`src/rtl/dac_mode_sequencer_pkg.sv`:
```
// dac_mode_sequencer_pkg: package common, holding the DAC config struct, sequencer states and the PLL select mapping.
package common;
    typedef struct packed {
        logic       sel_48;
        logic [1:0] f;
        logic       pcm;
    } dac_cfg_t;

    typedef enum logic [2:0] {IDLE, MUTE_WAIT, APPLY, PLL_SETTLE, UNMUTE_WAIT} seq_state_t;

    localparam dac_cfg_t CFG_RST = 4'b0001;

    function automatic logic [1:0] pll_sel(input dac_cfg_t c);
        return c.pcm ? {1'b0, c.sel_48} : 2'b10;
    endfunction
endpackage

```
`src/rtl/dac_mode_sequencer_sync.sv`:
```
// dac_seq_sync: two-flop synchronizer bank for asynchronous MCU control lines.
module dac_seq_sync #(
    parameter int               WIDTH   = 1,
    parameter logic [WIDTH-1:0] RST_VAL = '0
) (
    input  logic             clk,
    input  logic             reset,
    input  logic [WIDTH-1:0] i_d,
    output logic [WIDTH-1:0] o_q
);
    logic [WIDTH-1:0] r_meta;
    logic [WIDTH-1:0] r_sync;

    always_ff @(posedge clk or posedge reset) begin
        if (reset) begin
            r_meta <= RST_VAL;
            r_sync <= RST_VAL;
        end else begin
            r_meta <= i_d;
            r_sync <= r_meta;
        end
    end

    assign o_q = r_sync;
endmodule

```
`src/rtl/dac_mode_sequencer.sv`:
```
// dac_mode_sequencer: mute -> reset/apply -> PLL settle -> unmute sequencing of DAC config changes.
// Optional DAC_SEQ_DEBOUNCE_EN requires a changed config to hold stable before a sequence starts.
module dac_mode_sequencer
    import common::*;
#(
    parameter int MUTE_CYCLES       = 24000,
    parameter int RESET_CYCLES      = 240,
    parameter int PLL_SETTLE_CYCLES = 240000,
    parameter int DEBOUNCE_CYCLES   = 2400
) (
    input  logic       clk,
    input  logic       reset,
    input  logic       mcu_44_48,
    input  logic [1:0] mcu_f,
    input  logic       mcu_dsd_on,
    input  logic       mcu_mute,
    input  logic       mcu_dac_reset,
    output logic       dac_44_48,
    output logic [1:0] dac_f,
    output logic       dac_dsd,
    output logic       dac_mute,
    output logic       dac_reset,
    output logic [1:0] pll_s,
    output logic       busy
);
    localparam int MAX_A = (MUTE_CYCLES > RESET_CYCLES) ? MUTE_CYCLES : RESET_CYCLES;
    localparam int MAX_N = (MAX_A > PLL_SETTLE_CYCLES) ? MAX_A : PLL_SETTLE_CYCLES;
    localparam int CW    = $clog2(MAX_N + 1);

    if (MUTE_CYCLES < 1 || RESET_CYCLES < 1 || PLL_SETTLE_CYCLES < 1 || DEBOUNCE_CYCLES < 1) begin : g_param_check
        $error("dac_mode_sequencer: every cycle-count parameter must be at least 1");
    end

    logic [5:0]    w_sync;
    dac_cfg_t      w_cfg;
    logic          w_mute;
    logic          w_rst;
    logic          w_start;
    logic          w_done;
    seq_state_t    w_next;
    logic [CW-1:0] w_load;

    seq_state_t    r_state;
    logic [CW-1:0] r_cnt;
    dac_cfg_t      r_cfg;
    logic          r_por;
    logic          r_mute;
    logic          r_rst;

    dac_seq_sync #(
        .WIDTH  (6),
        .RST_VAL({CFG_RST, 2'b10})
    ) u_sync (
        .clk  (clk),
        .reset(reset),
        .i_d  ({mcu_44_48, mcu_f, mcu_dsd_on, mcu_mute, mcu_dac_reset}),
        .o_q  (w_sync)
    );

    assign w_cfg  = w_sync[5:2];
    assign w_mute = w_sync[1];
    assign w_rst  = w_sync[0];

`ifdef DAC_SEQ_DEBOUNCE_EN
    // Run length of the current synchronized config, saturated at the window length.
    localparam int DW = $clog2(DEBOUNCE_CYCLES + 2);
    dac_cfg_t      r_prev;
    logic [DW-1:0] r_db;
    logic [DW-1:0] w_len;

    assign w_len   = (w_cfg == r_prev) ? r_db + DW'(1) : DW'(1);
    assign w_start = (w_cfg != r_cfg) && (w_len >= DW'(DEBOUNCE_CYCLES));

    always_ff @(posedge clk or posedge reset) begin
        if (reset) begin
            r_prev <= CFG_RST;
            r_db   <= '0;
        end else begin
            r_prev <= w_cfg;
            r_db   <= (w_len >= DW'(DEBOUNCE_CYCLES)) ? DW'(DEBOUNCE_CYCLES) : w_len;
        end
    end
`else
    assign w_start = w_cfg != r_cfg;
`endif

    assign w_done = r_cnt == '0;

    always_comb begin
        w_next = (r_state == IDLE)       ? (w_start ? MUTE_WAIT : IDLE) :
                 !w_done                 ? r_state :
                 (r_state == MUTE_WAIT)  ? APPLY :
                 (r_state == APPLY)      ? PLL_SETTLE :
                 (r_state == PLL_SETTLE) ? UNMUTE_WAIT : IDLE;
        w_load = (w_next == APPLY)      ? CW'(RESET_CYCLES - 1) :
                 (w_next == PLL_SETTLE) ? CW'(PLL_SETTLE_CYCLES - 1) :
                 (w_next == IDLE)       ? '0 : CW'(MUTE_CYCLES - 1);
    end

    // After reset the applied config tracks the synchronizer while the DAC is held in reset,
    // so the power-up sequence ends with the MCU's config rather than the reset default.
    always_ff @(posedge clk or posedge reset) begin
        if (reset) begin
            r_state <= APPLY;
            r_cnt   <= CW'(RESET_CYCLES - 1);
            r_cfg   <= CFG_RST;
            r_por   <= 1'b1;
            r_mute  <= 1'b1;
            r_rst   <= 1'b1;
        end else begin
            r_state <= w_next;
            r_cnt   <= (w_next != r_state || r_state == IDLE) ? w_load : r_cnt - CW'(1);
            if ((r_por && (r_state == APPLY || r_state == PLL_SETTLE)) || (w_next == APPLY && r_state != APPLY))
                r_cfg <= w_cfg;
            if (w_next == UNMUTE_WAIT)
                r_por <= 1'b0;
            r_mute  <= (w_next != IDLE) | w_mute;
            r_rst   <= (w_next == APPLY || w_next == PLL_SETTLE) | w_rst;
        end
    end

    assign dac_44_48 = r_cfg.sel_48;
    assign dac_f     = r_cfg.f;
    assign dac_dsd   = r_cfg.pcm;
    assign dac_mute  = r_mute;
    assign dac_reset = r_rst;
    assign pll_s     = pll_sel(r_cfg);
    assign busy      = r_state != IDLE;
endmodule

```
`config.mk`:
```
export PLATFORM = sky130hd
export DESIGN_NAME = dac_mode_sequencer
export DESIGN_NICKNAME = d
export VERILOG_FILES = /design/src/rtl/dac_mode_sequencer_pkg.sv /design/src/rtl/dac_mode_sequencer_sync.sv /design/src/rtl/dac_mode_sequencer.sv
export SDC_FILE = /design/constraint.sdc
export NUM_CORES = 1
export LEC_CHECK = 0
export ABC_AREA = 1
export CAP_MARGIN = 25
export CORE_MARGIN = 2
export CORE_UTILIZATION = 41
export DETAILED_ROUTE_END_ITERATION = 10
export PLACE_DENSITY = 0.62
export SLEW_MARGIN = 10
export SYNTH_ARGS = -nofsm -noshare
export SYNTH_HDL_FRONTEND = slang
export SYNTH_SLANG_ARGS = --single-unit
```
`constraint.sdc`:
```
create_clock -name clk -period 1.8 [get_ports clk]
set_clock_uncertainty 0.15 [all_clocks]
set_input_delay 0.27 -clock clk [delete_from_list [all_inputs] [get_ports clk]]
set_output_delay 0.27 -clock clk [all_outputs]
set_load 0.03 [all_outputs]
```
==> impl_results.md <==
* R2r setup slk at -0.04 ns
* Largest net degree at the start of global routing at 41
* Final Cycle Share at 1.02
* Yosys warnings at 0
* Internal power at 2220 uW
* Synth Area in XOR/XNOR at 0.0571
* Arrival @ worst endpoint at 1.93 ns
* Vias per cell at 4.61
* Ports at 17
* Post-synthesis mux area share at 0
* Adder-cell area share of the yosys netlist at 0.0125
* Vias in the first global route at 1515
* Sw frac at 0.360
* Core footprint at 4720 sq um
* Sequential power share at 0.382
* CP Max Fanout at 5
* Register area share after synthesis at 0.512
* Synth async-reset ratio at 1.00
* Post-synth EDFFs at 0
* N_diodes at 0
* Via count at 1614
* H-tree depth at 2
* Initial Util at 0.423
* Startpoint types: register
* Max-slew violations at 0
* Yosys cell types at 29
* Routed Antenna Nets at 0
* Worst min-delay path class: in -> async
* Gate power share at 0.398
* CTS tree: yes
* Fraction of layout instances using a drive strength above 1 at 0.396
* Routed Wire Length at 4.32 mm
* Area Growth Syn to Fin at 38.9%
* Final Setup Violations at 6
* Worst slew margin at 0.676
* Clock Latency Late Sink at 0.30 ns
* Clock sink count at 40
* CP Data Required Time at 1.89 ns
* Initial antenna violation count at 0
* RSZ-0062 raised after global routing: yes
* Largest family of logic cells by synthesized area: simple AND/OR/NAND/NOR gates
* DIE HEIGHT at 73.8 microns
* CTS Buf Count at 5
* PD cells at 1250 nW/um^2
* Drt initial violations at 72
* Leak pwr at 0.00131 uW
* Syn Area/Cell at 8.95 sq um
* Gpl congestion at 0.810
* Failing checks: negative setup slack
* Total grt overflow at 0
* Nets at 292
* Complex-gate fraction of the synthesized area at 0.0809
* Root buf cell: clkbuf_8
* Worst Max-Slew Pin Slew at 0.486 ns
* First-pass GRT wire length at 7.38 mm
* Total net switching power at 1250 uW
* TritonRoute pass-1 iters at 4
* Kind of critical path: reg -> reg
* Max IR drop VDD at 880 uV
* Post-route cell area at 2770 sq um
* # DRC at 0
* Clock network power share at 0.220
* HPWL after DPL at 2.92 mm
* CP Capture Type: register
* Max frequency at 543 MHz
* Mapped cell area at 2000 sq um
* Endpoints failing hold at 0
* Gr usage total at 0.180
* Mapped Nets at 233
* Main synth FF type: dfrtp_1
* Setup TNS at -0.103 ns
* Post-synthesis simple-gate area fraction at 0.280
* Worst-case clock buffer depth at 2
* Worst-path clk slew at 0.09 ns
* #FFs+latches synth at 40
* Die width at 73.8 microns
* Row count at 25
* Port Buf Inserts at 16
* Status: finished, violations left
* Final setup margin at -0.0401 ns
* Die area at 5440 sq um
* WL/cell at 12.3 microns
* Fin crit period at 1.84 ns
* Post-Place Cell Area at 2480 sq um
* # Max-Cap Violations at 0
* Post-Synthesis Cells at 223
## final timing paths
path / to / cells after the start / startpoint
setup / recovery: dac_mute / 9 / r_cnt[10]
hold / removal: r_cnt[17] / 3 / reset
setup reg to reg: dac_mute / 9 / r_cnt[10]
hold reg to reg: u_sync.o_q[3] / 0 / u_sync.r_meta[3]
max in group asynchronous: r_cnt[5] / 3 / reset
min in group clk: u_sync.o_q[3] / 0 / u_sync.r_meta[3]
## registers in the layout, summed over array words and instances (netlist names)
register,flops
r_por,1
dac_f,2
dac_mute,1
dac_44_48,1
dac_dsd,1
u_sync.o_q,6
dac_reset,1
u_sync.r_meta,6
r_cnt,18
r_state,3
## layout by cell type (no fill, tap or decap), types with 6 or more instances in the layout
cell	synthesis	final
dfrtp_1	24	23
nor2_2	5	8
nand2_1	54	47
clkdlybuf4s50_1	0	7
xor2_1	8	8
nand2_2	4	10
nand3_1	11	9
nor2_1	27	21
buf_4	0	33
inv_1	26	21
dlygate4sd2_1	0	6
dfstp_2	16	16
o21ai_1	1	8
## routing by layer
metal,GRT usage,part of all wire,vias up
li1,-,-,819
met1,0.265,0.49,763
met2,0.263,0.46,26
met3,0.0370,0.028,6
met4,0.0606,0.013,0
met5,0,0,-
## timing repair
item                       in CTS  in global routing
setup endpoints to repair      29                 24
gates resized for setup        32                 28
cloned                          1                  0
setup buffers                   1                  5
hold buffers                    0                  0
pin swaps                       4                 12
## kinds of logic after synthesis
group	count (synthesis)
and+or+nand+nor	117
DFF	40
buffers and inverters	29
AOI/OAI and AO/OA	22
xor gates and xnor gates	13
adders and majority gates	2
## power by group through the flow
stage	Sequential, uW	Clock (uW)	Combinational [uW]
floorplan	1320	0	709
global placement	1320	0	1150
detailed placement	1320	0	1150
CTS	1320	780	1250
global route	1350	820	1540
finish	1330	763	1380
## cells in the mapped netlist, types with 3 or more instances
master | number | area [sq um]
a21oi_1 | 4 | 20.0
dfrtp_1 | 24 | 601
dfstp_2 | 16 | 420
inv_1 | 26 | 97.6
nand2_1 | 54 | 203
nand2_2 | 4 | 25.0
nand3_1 | 11 | 55.1
nand4_1 | 4 | 25.0
nor2_1 | 27 | 101
nor2_2 | 5 | 31.3
nor3_1 | 3 | 15.0
o21ai_0 | 11 | 55.1
xnor2_1 | 5 | 43.8
xor2_1 | 8 | 70.1
## cell type report
class / count / area [sq um]
fillers: 408 / 1950
flip-flops and latches: 40 / 1020
multi-input cells: 154 / 982
repair buffers: 52 / 450
inverters: 28 / 110
well taps: 67 / 83.8
clock buffers: 5 / 68.8
clock inverters: 3 / 46.3
repair inverters: 1 / 7.51
## per-stage QoR
step / hold slack, ns / util / power (uW) / cells / worst slack [ns]
finish: 0.176 / 0.587 / 3470 / 350 / -0.0401
floorplan: 0.124 / - / 2030 / 223 / 0.0506
detailed placement: 0.185 / 0.524 / 2470 / 335 / -0.104
global route: 0.198 / 0.587 / 3720 / 350 / -0.137
CTS: 0.181 / 0.568 / 3350 / 345 / 0.000938
global placement: 0.182 / 0.524 / 2460 / 335 / -0.110
## critical path, stage by stage, from the launching register on
cell,delay (ns)
dfrtp_1,0.42
nor2_2,0.14
nand2_2,0.12
nor2_8,0.15
buf_4,0.14
nand3_1,0.09
nand2_2,0.10
buf_6,0.11
nand4_4,0.12
or2_1,0.23
No activity file was read; power rests on OpenSTA's default activity.
==> RTL change: new RTL, config.mk and constraints unchanged <==
Add a define of `DAC_SEQ_DEBOUNCE_EN`.
--- a/src/rtl/dac_mode_sequencer.sv
+++ b/src/rtl/dac_mode_sequencer.sv
@@ -2,2 +2,4 @@
 // Optional DAC_SEQ_DEBOUNCE_EN requires a changed config to hold stable before a sequence starts.
+`define DAC_SEQ_DEBOUNCE_EN
+
 module dac_mode_sequencer
Formal check against the unedited RTL: no difference found for any inputs over 10 cycles, from zero or initial values and one cycle with reset high; that may be too few to reach the edited logic, so the function may still have changed.
==> RTL change against the unedited design <==
The run still ends with setup timing left; sequential cell count rose by 16; wire length rose by 35%; fmax decreased by 8.7%; global-route usage decreased by 1.2 points; power is 40% lower; sequential share of layout area down 0.053 points; cell area grew 39%; synthesized area up 36%; setup slack got worse by 0.17 ns.
==> RTL change: results (changes against the unedited design) <==
<table>
<tr><th>Metric</th><th>Value</th></tr>
<tr><th colspan="2">Global route</th></tr>
<tr><td>GRT Resource Usage Total</td><td>16.8% (-1.2 points)</td></tr>
<tr><td>Global-route wire length before repair</td><td>9850 um (+33%)</td></tr>
<tr><th colspan="2">Placed design</th></tr>
<tr><td>Worst slack at placement</td><td>-0.161 ns (-0.0570 ns)</td></tr>
<tr><td>Placed instance count</td><td>455 (+36%)</td></tr>
<tr><td>Sum of net half-perimeters after detailed placement</td><td>3860 um (+32%)</td></tr>
<tr><th colspan="2">STA</th></tr>
<tr><td>Least-Margin Pin Slew</td><td>0.287 ns (-0.199 ns)</td></tr>
<tr><td>Worst Slack Setup Final</td><td>-0.215 ns (-0.175 ns)</td></tr>
<tr><td># setup viols final</td><td>31 (+25)</td></tr>
<tr><th colspan="2">Route</th></tr>
<tr><td>Initial detailed-routing violation count</td><td>76 (+5.6%)</td></tr>
<tr><td>Final routed wire length divided by cell count</td><td>12.0 um (-2.8%)</td></tr>
<tr><td>Via count</td><td>2283 (+41%)</td></tr>
<tr><td>Final Routed Wirelength</td><td>5840 um (+35%)</td></tr>
<tr><th colspan="2">Synthesis</th></tr>
<tr><td>Average size of a mapped cell</td><td>8.66 sq um (-3.2%)</td></tr>
<tr><td>Syn Std Cell Area</td><td>2720 sq um (+36%)</td></tr>
<tr><td>Commonest cells in the netlist</td><td>nand2_1 (66), inv_1 (47), dfrtp_1 (39), nor2_1 (39), o21ai_0 (22)</td></tr>
<tr><td>Total nets after synthesis</td><td>325 (+39%)</td></tr>
<tr><td>Largest cells by area after synthesis</td><td>dfrtp_1 (36%), dfstp_2 (16%), nand2_1 (9.1%)</td></tr>
<tr><td>Share of the yosys chip area belonging to registers</td><td>52.3% (+1.1 points)</td></tr>
<tr><th colspan="2">Run status</th></tr>
<tr><td>Violations in the final reports</td><td>setup timing</td></tr>
<tr><td>Outcome</td><td>complete, but fails checks</td></tr>
<tr><th colspan="2">Setup path</th></tr>
<tr><td>Critical-path top delay cell</td><td>dfstp_2</td></tr>
<tr><td>Arr. time, crit path</td><td>2.11 ns (+0.18 ns)</td></tr>
<tr><td>CP max stage delay</td><td>0.55 ns (+0.13 ns)</td></tr>
<tr><td>Beginning of the worst register-to-register path</td><td>r_cnt[0]</td></tr>
<tr><th colspan="2">Power</th></tr>
<tr><td>Peak supply drop</td><td>0.000507 V (-42%)</td></tr>
</table>
RTL change: area by class of cell:
type	instances	area [sq um]
Timing Repair Buffer	89	731
Fill cell	554	2520
Clock buffer	5	68.8
Sequential cell	56	1420
Multi-Input combinational cell	207	1320
Tap cell	77	96.3
Inverter	50	200
Clock inverter	3	21.3
RTL change: kinds of logic (layout without fill, tap and decap cells):
| kind of cell | after synthesis | after routing | synth area share (%) |
|---|---|---|---|
| adder cells (fa/ha/maj) | 3 | 3 | 1.38 |
| XOR/XNOR | 17 | 17 | 5.47 |
| AND/OR/NAND/NOR | 155 | 155 | 26.9 |
| buffers and inverters | 51 | 147 | 7.04 |
| AO/OA/AOI/OAI | 32 | 32 | 6.95 |
| flip-flops | 56 | 56 | 52.3 |
RTL change: critical path: cells and delay by family (launching register included):
| kind | cells | cell delay, ns |
|---|---|---|
| DFF | 1 | 0.55 |
| and+or+nand+nor | 7 | 0.94 |
| adders and majority gates | 1 | 0.16 |
| buffers and inverters | 2 | 0.14 |
RTL change: repair_timing:
item / 4_1_cts / 5_1_grt
resized for setup: 52 / 24
setup endpoints to repair: 42 / 39
setup buffers: 18 / 7
hold endpoints to repair: 0 / 0
pin swaps: 21 / 18
hold buffers: 0 / 0
RTL change: metrics by stage:
stage,total power (W),area (sq um)
after global placement,0.00142,3400
after detailed placement,0.00143,3400
after global routing,0.00221,3860
after CTS,0.00213,3720
final,0.00210,3860
after floorplan,0.00137,2770
RTL change: report_power, final:
group          switching, W  leakage (nW)  internal (W)
Combinational     0.0000600          1.18     0.0000501
Clock              0.000415        0.0445      0.000277
Sequential        0.0000103         0.691       0.00129
Total              0.000486          1.92       0.00161
RTL change: worst min path at each step:
stage                     slack, ns             start                to  depth (start not counted)
after global placement         0.18  u_sync.r_meta[3]     u_sync.o_q[3]                          0
after CTS                      0.18             reset         r_cnt[10]                          3
final                          0.17             reset           r_db[3]                          3
after global routing           0.19        mcu_dsd_on  u_sync.r_meta[2]                          1
after detailed placement       0.18  u_sync.r_meta[3]     u_sync.o_q[3]                          0
after floorplan                0.12          mcu_mute  u_sync.r_meta[1]                          0
RTL change: routing by layer:
layer / vias to the layer above / share of wire, % / track usage (%)
li1: 1177 / - / -
met1: 1071 / 45 / 20.8
met2: 24 / 51 / 29.6
met3: 11 / 2.6 / 3.50
met4: 0 / 1.7 / 4.76
met5: - / 0 / 0
